`config.mk`:
```
export PLATFORM = sky130hd
export DESIGN_NAME = tlv5618a_seq
export DESIGN_NICKNAME = d
export VERILOG_FILES = /design/src/rtl/tlv5618a_seq.sv
export SDC_FILE = /design/constraint.sdc
export NUM_CORES = 1
export LEC_CHECK = 0
export BUFFER_PORTS_ARGS = -buffer_cell sky130_fd_sc_hd__buf_2
export CORE_ASPECT_RATIO = 1.5
export CORE_UTILIZATION = 59
export DETAILED_ROUTE_END_ITERATION = 10
export GPL_TIMING_DRIVEN = 0
export PLACE_DENSITY = 0.85
export SYNTH_ARGS = -nofsm -noshare
export SYNTH_HDL_FRONTEND = slang
export SYNTH_SLANG_ARGS = --single-unit
```
`constraint.sdc`:
```
create_clock -name clk -period 2.5 [get_ports clk]
set_clock_uncertainty 0.15 [all_clocks]
set_input_delay 0.375 -clock clk [delete_from_list [all_inputs] [get_ports clk]]
set_output_delay 0.375 -clock clk [all_outputs]
set_load 0.01 [all_outputs]
```
`src/rtl/tlv5618a_seq.sv`:
```
// Command sequencer for the TLV5618A serial interface stage: issues a B-buffer
// write followed by an A write that updates both outputs, with one pending slot.
module tlv5618a_seq #(
  parameter int GAP_CYCLES  = 4,
  parameter int ACK_TIMEOUT = 8
) (
  input  logic        clk,
  input  logic        rst,
  input  logic        load,
  input  logic [11:0] ch_a,
  input  logic [11:0] ch_b,
  input  logic        speed,
  input  logic        pwr_down,
  output logic        ready,
  output logic        done,
  output logic        error,
  output logic [15:0] dac_data,
  output logic        dac_start,
  input  logic        dac_busy
);

  typedef enum logic [3:0] {
    IDLE, SEND_B, ACK_B, DONE_B, GAP_B, SEND_A, ACK_A, DONE_A, GAP_A
  } state_t;

  localparam logic [7:0] GAP_LD  = 8'(GAP_CYCLES);
  localparam logic [7:0] ACK_LIM = 8'(ACK_TIMEOUT);

  // Command bundle layout: {pwr_down, speed, ch_b, ch_a}
  state_t      state_q, state_d;
  logic [25:0] act_q, act_d;
  logic [25:0] sh_q, sh_d;
  logic        pending_q, pending_d;
  logic [7:0]  cnt_q, cnt_d;
  logic [7:0]  cnt_inc;
  logic [15:0] data_q, data_d;
  logic        done_q, done_d;
  logic        error_q, error_d;
  logic [25:0] in_cmd;

  function automatic logic [15:0] b_word(input logic [25:0] c);
    return {1'b0, c[24], c[25], 1'b1, c[23:12]};
  endfunction

  function automatic logic [15:0] a_word(input logic [25:0] c);
    return {1'b1, c[24], c[25], 1'b0, c[11:0]};
  endfunction

  assign in_cmd  = {pwr_down, speed, ch_b, ch_a};
  assign cnt_inc = (cnt_q == 8'hFF) ? cnt_q : cnt_q + 8'd1;

  always_comb begin
    state_d   = state_q;
    act_d     = act_q;
    sh_d      = sh_q;
    pending_d = pending_q;
    cnt_d     = cnt_q;
    data_d    = data_q;
    done_d    = 1'b0;
    error_d   = error_q;
    dac_start = 1'b0;

    if (load && state_q != IDLE) begin
      sh_d      = in_cmd;
      pending_d = 1'b1;
    end

    unique case (state_q)
      IDLE: begin
        // The shadow is older than a simultaneous load, so it goes first.
        if (pending_q) begin
          act_d     = sh_q;
          pending_d = 1'b0;
          state_d   = SEND_B;
          if (load) begin
            sh_d      = in_cmd;
            pending_d = 1'b1;
          end
        end else if (load) begin
          act_d   = in_cmd;
          state_d = SEND_B;
        end
      end
      SEND_B, SEND_A: begin
        // Hold off the start pulse while the interface still reports busy.
        if (!dac_busy) begin
          dac_start = 1'b1;
          cnt_d     = 8'd0;
          state_d   = (state_q == SEND_B) ? ACK_B : ACK_A;
        end
      end
      ACK_B, ACK_A: begin
        if (dac_busy) begin
          state_d = (state_q == ACK_B) ? DONE_B : DONE_A;
        end else begin
          cnt_d = cnt_inc;
          if (cnt_inc >= ACK_LIM) begin
            error_d = 1'b1;
            state_d = IDLE;
          end
        end
      end
      DONE_B, DONE_A: begin
        if (!dac_busy) begin
          cnt_d   = GAP_LD;
          state_d = (state_q == DONE_B) ? GAP_B : GAP_A;
        end
      end
      GAP_B, GAP_A: begin
        if (cnt_q <= 8'd1) begin
          if (state_q == GAP_B) begin
            state_d = SEND_A;
          end else begin
            state_d = IDLE;
            done_d  = 1'b1;
          end
        end else begin
          cnt_d = cnt_q - 8'd1;
        end
      end
      default: state_d = IDLE;
    endcase

    // Word is registered on entry to SEND and held until the next SEND.
    if (state_d == SEND_B) begin
      data_d = b_word(act_d);
    end else if (state_d == SEND_A) begin
      data_d = a_word(act_d);
    end
  end

  always_ff @(posedge clk or negedge rst) begin
    if (!rst) begin
      state_q   <= IDLE;
      act_q     <= '0;
      sh_q      <= '0;
      pending_q <= 1'b0;
      cnt_q     <= '0;
      data_q    <= '0;
      done_q    <= 1'b0;
      error_q   <= 1'b0;
    end else begin
      state_q   <= state_d;
      act_q     <= act_d;
      sh_q      <= sh_d;
      pending_q <= pending_d;
      cnt_q     <= cnt_d;
      data_q    <= data_d;
      done_q    <= done_d;
      error_q   <= error_d;
    end
  end

  assign ready    = (state_q == IDLE) && !pending_q;
  assign done     = done_q;
  assign error    = error_q;
  assign dac_data = data_q;

endmodule

```
Word level (Yosys, flattened, before mapping)
Cells that the tools add are included.
Widths: inputs -> output; s select.
{"block": "totals", "regBits": 83, "latchBits": 0, "mem_bits_rw": 0, "romBits": 0, "output_inout_bits": 20, "memories": 0}
{"block": "op_classes", "add_sub_neg": 2, "n_mul": 0, "div": 0, "magnitude_cmp": 2, "n_eq_ne": 15, "shifts": 0, "n_mux": 36, "bitwise": 1, "reduce_logical": 13}
{"op": "$mux 26", "n": 7}
{"op": "$mux 8", "n": 5}
{"op": "$mux 16", "n": 2}
{"op": "$mux 4", "n": 8}
{"op": "$pmux 8 s4", "n": 1}
{"op": "$eq 4x3->1 const B", "n": 5}
{"op": "$pmux 4 s5", "n": 1}
{"op": "$mux 1", "n": 9}
{"op": "$mux 3", "n": 3}
{"op": "$add 8x1->8 const B", "n": 1}
{"op": "$eq 4x1->1 const B", "n": 2}
{"op": "$eq 4x2->1 const B", "n": 2}
{"op": "$eq 8x8->1 const B", "n": 1}
{"op": "$ge 8x4->1 const B", "n": 1}
{"op": "$le 8x1->1 const B", "n": 1}
{"op": "$ne 2x2->1 const B", "n": 4}
{"op": "$reduce_bool 4->1", "n": 2}
{"op": "$reduce_or 2->1", "n": 4}
{"op": "$sub 8x1->8 const B", "n": 1}
{"op": "$reduce_and 5->1", "n": 1}
{"op": "$eq 4x4->1 const B", "n": 1}
{"op": "$logic_not 4->1", "n": 1}
{"op": "$reduce_and 3->1", "n": 1}
{"op": "$logic_and 1x1->1", "n": 2}
{"op": "3 further kinds", "n": 3}

Longest topological paths before layout
{"block": "logic_depth", "depth_word": 9, "depth_mapped": 9}

Worst setup path after synthesis
Ideal clock, no wire load.
{"block": "synth_path", "kind": "reg-to-reg", "from": "register cnt_q[0]", "to": "register data_q[10], in the netlist dac_data[10]", "setup_ps": 128, "t_arrival_ps": 1956, "t_required_ps": 2222, "path_slack_ps": 266, "path_stages_with_launch": 10, "path_buffers": 2, "synth_period_minus_slack_ps": 2234, "cell_sequence": "dfrtp_1 clkbuf_1 inv_1 ha_1 nor2_1 nand3b_4 o211ai_4 o21ai_4 buf_6 mux2_1"}
{"block": "synth_between", "elab_chain_len": 8}
{"element": "start, declared", "line_no": "34", "source": "logic [7:0] cnt_q, cnt_d;"}
{"element": "start signal, assigned", "line_no": "147", "source": "cnt_q <= cnt_d;"}
{"element": "$add 8x1->8 / $eq 8x8->1 (equally long branches)", "line_no": "50", "source": "assign cnt_inc = (cnt_q == 8'hFF) ? cnt_q : cnt_q + 8'd1;"}
{"element": "$mux 8", "line_no": "50"}
{"element": "$ge 8x4->1", "line_no": "97", "source": "if (cnt_inc >= ACK_LIM) begin"}
{"element": "$mux 4", "line_no": "97"}
{"element": "$mux 4", "line_no": "93", "source": "if (dac_busy) begin"}
{"element": "$pmux 4 s5 *", "line_no": "68", "source": "unique case (state_q)"}
{"element": "via state_d[0]", "line_no": "30", "source": "state_t state_q, state_d;"}
{"element": "$eq 4x1->1 / $eq 4x3->1 (equally long branches)", "line_no": "125, 127"}
{"element": "$mux 16 / $reduce_bool 2->1 (equally long branches)"}
{"element": "end signal, assigned", "line_no": "148", "source": "data_q <= data_d;"}
{"element": "end, declared", "line_no": "36", "source": "logic [15:0] data_q, data_d;"}
The timed path passes the listed nets; every way through them passes the cells marked *.
A chain may end at the register's enable or synchronous reset.

Worst setup path after layout
{"block": "layout_path", "from": "register state_q[1]", "to": "output port ready"}
{"block": "layout_between", "elab_chain_len": 2}
{"element": "start, declared", "line_no": "30"}
{"element": "start signal, assigned", "line_no": "143", "source": "state_q <= state_d;"}
{"element": "$logic_not 4->1", "line_no": "154", "source": "assign ready = (state_q == IDLE) && !pending_q;"}
{"element": "$logic_and 1x1->1", "line_no": "154"}
{"element": "end, declared", "line_no": "14", "source": "output logic ready,"}
Every way passes these cells.

==> flow_summary.json <==
{
  "grt_pass1_vias": 4070,
  "peakVddDrop_mv": 0.867,
  "cts_made_buffers": 9,
  "hp-class": "in -> reg",
  "finalNetCount": 582,
  "vias_per_cell": 6.26,
  "reg2reg_to": "dac_data[7]",
  "setup_viol": 0,
  "grt_use_total_pct": 32.7,
  "layout.cells.non_filler": 654,
  "n_fill_cell": 550,
  "ioPinCount": 50,
  "r2r_cells": 8,
  "hold_viol": 0,
  "min_from": "ch_b[7]",
  "start_util_pct": 61.1,
  "cellPowerDensity_nw_per_um2": 1350,
  "ys.flop_type": "dfrtp_1",
  "max_cap_viol_count": 0,
  "gp_congestion": 0.900,
  "startpoint_type": "flop",
  "synth.distinct_cells": 61,
  "wl_per_cell_um": 18.1,
  "syn_nets": 521,
  "netlist_area_um2": 4440,
  "cts_sinks": 83,
  "die_area_um2": 7890,
  "drive_gt1_share_pct": 21.7,
  "core_area_um2": 7270,
  "routed_wl_um": 11800,
  "hpwl_um": 8530,
  "arrival_ns": 1.90,
  "worstHoldPathCells": 3,
  "drt-pass1-iter-count": 5,
  "cts_tree": "done",
  "clkSlewWorstSetupHoldPaths_ns": 0.08,
  "num_vias": 4091,
  "synth.avg_cell_area_um2": 9.10,
  "synthCells": 488,
  "tightestPinTransition_ns": 0.618,
  "fmax_ghz": 0.413,
  "grt_start_max_net_pins": 69,
  "crit_type": "reg -> out",
  "die-height_um": 108,
  "async_reset_ff_share_pct": 100,
  "worstPathMaxFanout": 10,
  "ys_seq_area_share_pct": 46.8,
  "htreeDepth": 3,
  "reg2reg_slack_ns": 0.10,
  "grt_pass1_wl_um": 19300,
  "p_total_mw": 6.96,
  "setup_tns_ns": 0,
  "dp_cells": 636,
  "layout_setup_ws_ns": 0.0766,
  "outcome": "finished clean",
  "antenna_cells": 0,
  "ys_warn_count": 0,
  "numPortBuffers": 47,
  "cts_root_buf": "clkbuf_8",
  "insertion_delay_ns": 0.36,
  "row_count": 38,
  "r2r_start": "state_q[3]",
  "cp.required_ns": 1.98,
  "clockBufferDepth": 2,
  "drcViolationCount": 0,
  "leakage_nw": 2.31,
  "slew_viol_final": 0,
  "synth-edff-count": 0,
  "antenna_found_initial": 0,
  "area_delta_synth_final_pct": 16.2,
  "slew_headroom_pct": 58.8,
  "overflow": 0,
  "startpoint": "state_q[1]",
  "period_needed_ns": 2.42,
  "post-route-period-util_pct": 96.9,
  "yosys_register_bits": 83,
  "crit_path_end_kind": "output port",
  "drtAntennaViolNets": 0,
  "dr.first_iter.drc_count": 613,
  "chipWidth_um": 72.8,
  "dpl_worst_slack_ns": -0.111
}
[cell type report]
| class | count | area [um2] | share of cell area [%] |
|---|---|---|---|
| multi-input combinational | 322 | 2100 | 40.7 |
| sequential | 83 | 2080 | 40.2 |
| timing repair buffer | 50 | 283 | 5.48 |
| buffer | 39 | 191 | 3.71 |
| inverter | 44 | 165 | 3.20 |
| clock buffer | 12 | 145 | 2.81 |
| tap | 100 | 125 | 2.42 |
| clock inverter | 4 | 73.8 | 1.43 |
[cells by family after synthesis]
group | share of synthesized area [%]
muxes | 4.28
buffers and inverters | 7.75
adders and majority gates | 0.845
and+or+nand+nor | 17.2
xor gates and xnor gates | 0.197
DFF | 46.8
AOI/OAI and AO/OA | 23.0
[layer usage]
metal  global-route usage [%]  up-vias  share of wire [%]
li1                         -     1858                  -
met1                     36.8     1972                 37
met2                     54.6      205                 50
met3                     5.41       56                6.3
met4                     24.8        0                6.5
met5                        0        -                  0
[worst max-delay path: stages (launching register included)]
cell      delay (ns)
dfrtp_1         0.46
or4_4           0.60
clkbuf_2        0.23
nor2_1          0.12
buf_2           0.13
[power breakdown]
group	total [mW]	switching, mW	internal, mW
clock	1.08	0.488	0.591
sequential	2.20	0.321	1.88
combinational	3.68	2.17	1.51
[cell usage after synthesis (2+ instances only)]
| master | number | area share [%] |
|---|---|---|
| nand3b_1 | 2 | 0.34 |
| buf_6 | 2 | 0.51 |
| o31ai_1 | 5 | 0.85 |
| buf_4 | 2 | 0.34 |
| o221ai_1 | 12 | 2.4 |
| or3_1 | 3 | 0.42 |
| a31oi_1 | 32 | 4.5 |
| buf_2 | 7 | 0.79 |
| nor3b_1 | 3 | 0.51 |
| inv_1 | 44 | 3.7 |
| a311oi_1 | 2 | 0.39 |
| nand4_1 | 4 | 0.56 |
| or2_2 | 4 | 0.56 |
| nor4_4 | 2 | 0.96 |
| o21ai_0 | 38 | 4.3 |
| nand2b_1 | 13 | 1.8 |
| o22ai_1 | 15 | 2.1 |
| o32ai_1 | 13 | 2.6 |
| mux2_1 | 6 | 1.5 |
| clkbuf_1 | 24 | 2.0 |
| mux2_2 | 6 | 1.5 |
| nand3_1 | 7 | 0.79 |
| nor3_1 | 3 | 0.34 |
| a21oi_1 | 12 | 1.4 |
| a21o_1 | 2 | 0.34 |
| o21a_1 | 3 | 0.51 |
| ha_1 | 3 | 0.85 |
| nor2_1 | 66 | 5.6 |
| dfrtp_1 | 83 | 47 |
| buf_1 | 3 | 0.25 |
| mux2_4 | 3 | 1.0 |
| nand2_1 | 35 | 3.0 |
[layout by cell type (no fill, tap or decap), types with 2 or more instances in the layout]
master,instances
mux2_1,6
nor2_1,66
nand3b_1,2
nand2b_1,13
o221ai_1,3
o31ai_1,5
dfrtp_1,83
buf_4,4
ha_1,2
o21ai_0,38
o21a_1,3
clkbuf_2,8
or3_1,3
mux2_2,6
o221ai_2,9
clkbuf_8,10
nand3_1,7
nand2_1,34
nand4_1,4
or2_2,4
a21o_1,2
bufinv_16,2
a31oi_1,32
nor4_4,2
buf_1,3
a21oi_1,12
o22ai_1,15
o32ai_1,13
nor3_1,3
a311oi_1,2
clkbuf_1,18
nor3b_1,3
buf_2,53
mux2_4,3
inv_1,44
buf_6,2
[how the worst max path moves through the flow]
stage              endpoint  cells past startpoint  slack, ns
4_1_cts         dac_data[1]                      6      -0.02
3_3_place_gp    dac_data[2]                      6      -0.08
2_1_floorplan  dac_data[10]                      9       0.27
5_1_grt         dac_data[8]                      8      -0.02
6_report              ready                      4       0.08
3_5_place_dp    dac_data[2]                      6      -0.11
[per-stage QoR]
stage	util, %	hold slack [ns]	area (um2)
final	70.9	0.131	5160
after global routing	70.9	0.155	5160
after detailed placement	66.4	0.105	4830
after CTS	70.1	0.131	5100
after global placement	66.0	0.302	4800
after floorplan	-	-0.0706	4440
[timing repair]
action	4_1_cts	5_1_grt
endpoints found under the hold margin	15	0
setup buffers	0	1
pin swaps	0	1
setup endpoints to repair	22	15
resized for setup	12	15
hold buffers	1	0
Note: power is estimated with default switching activity, not from simulation.
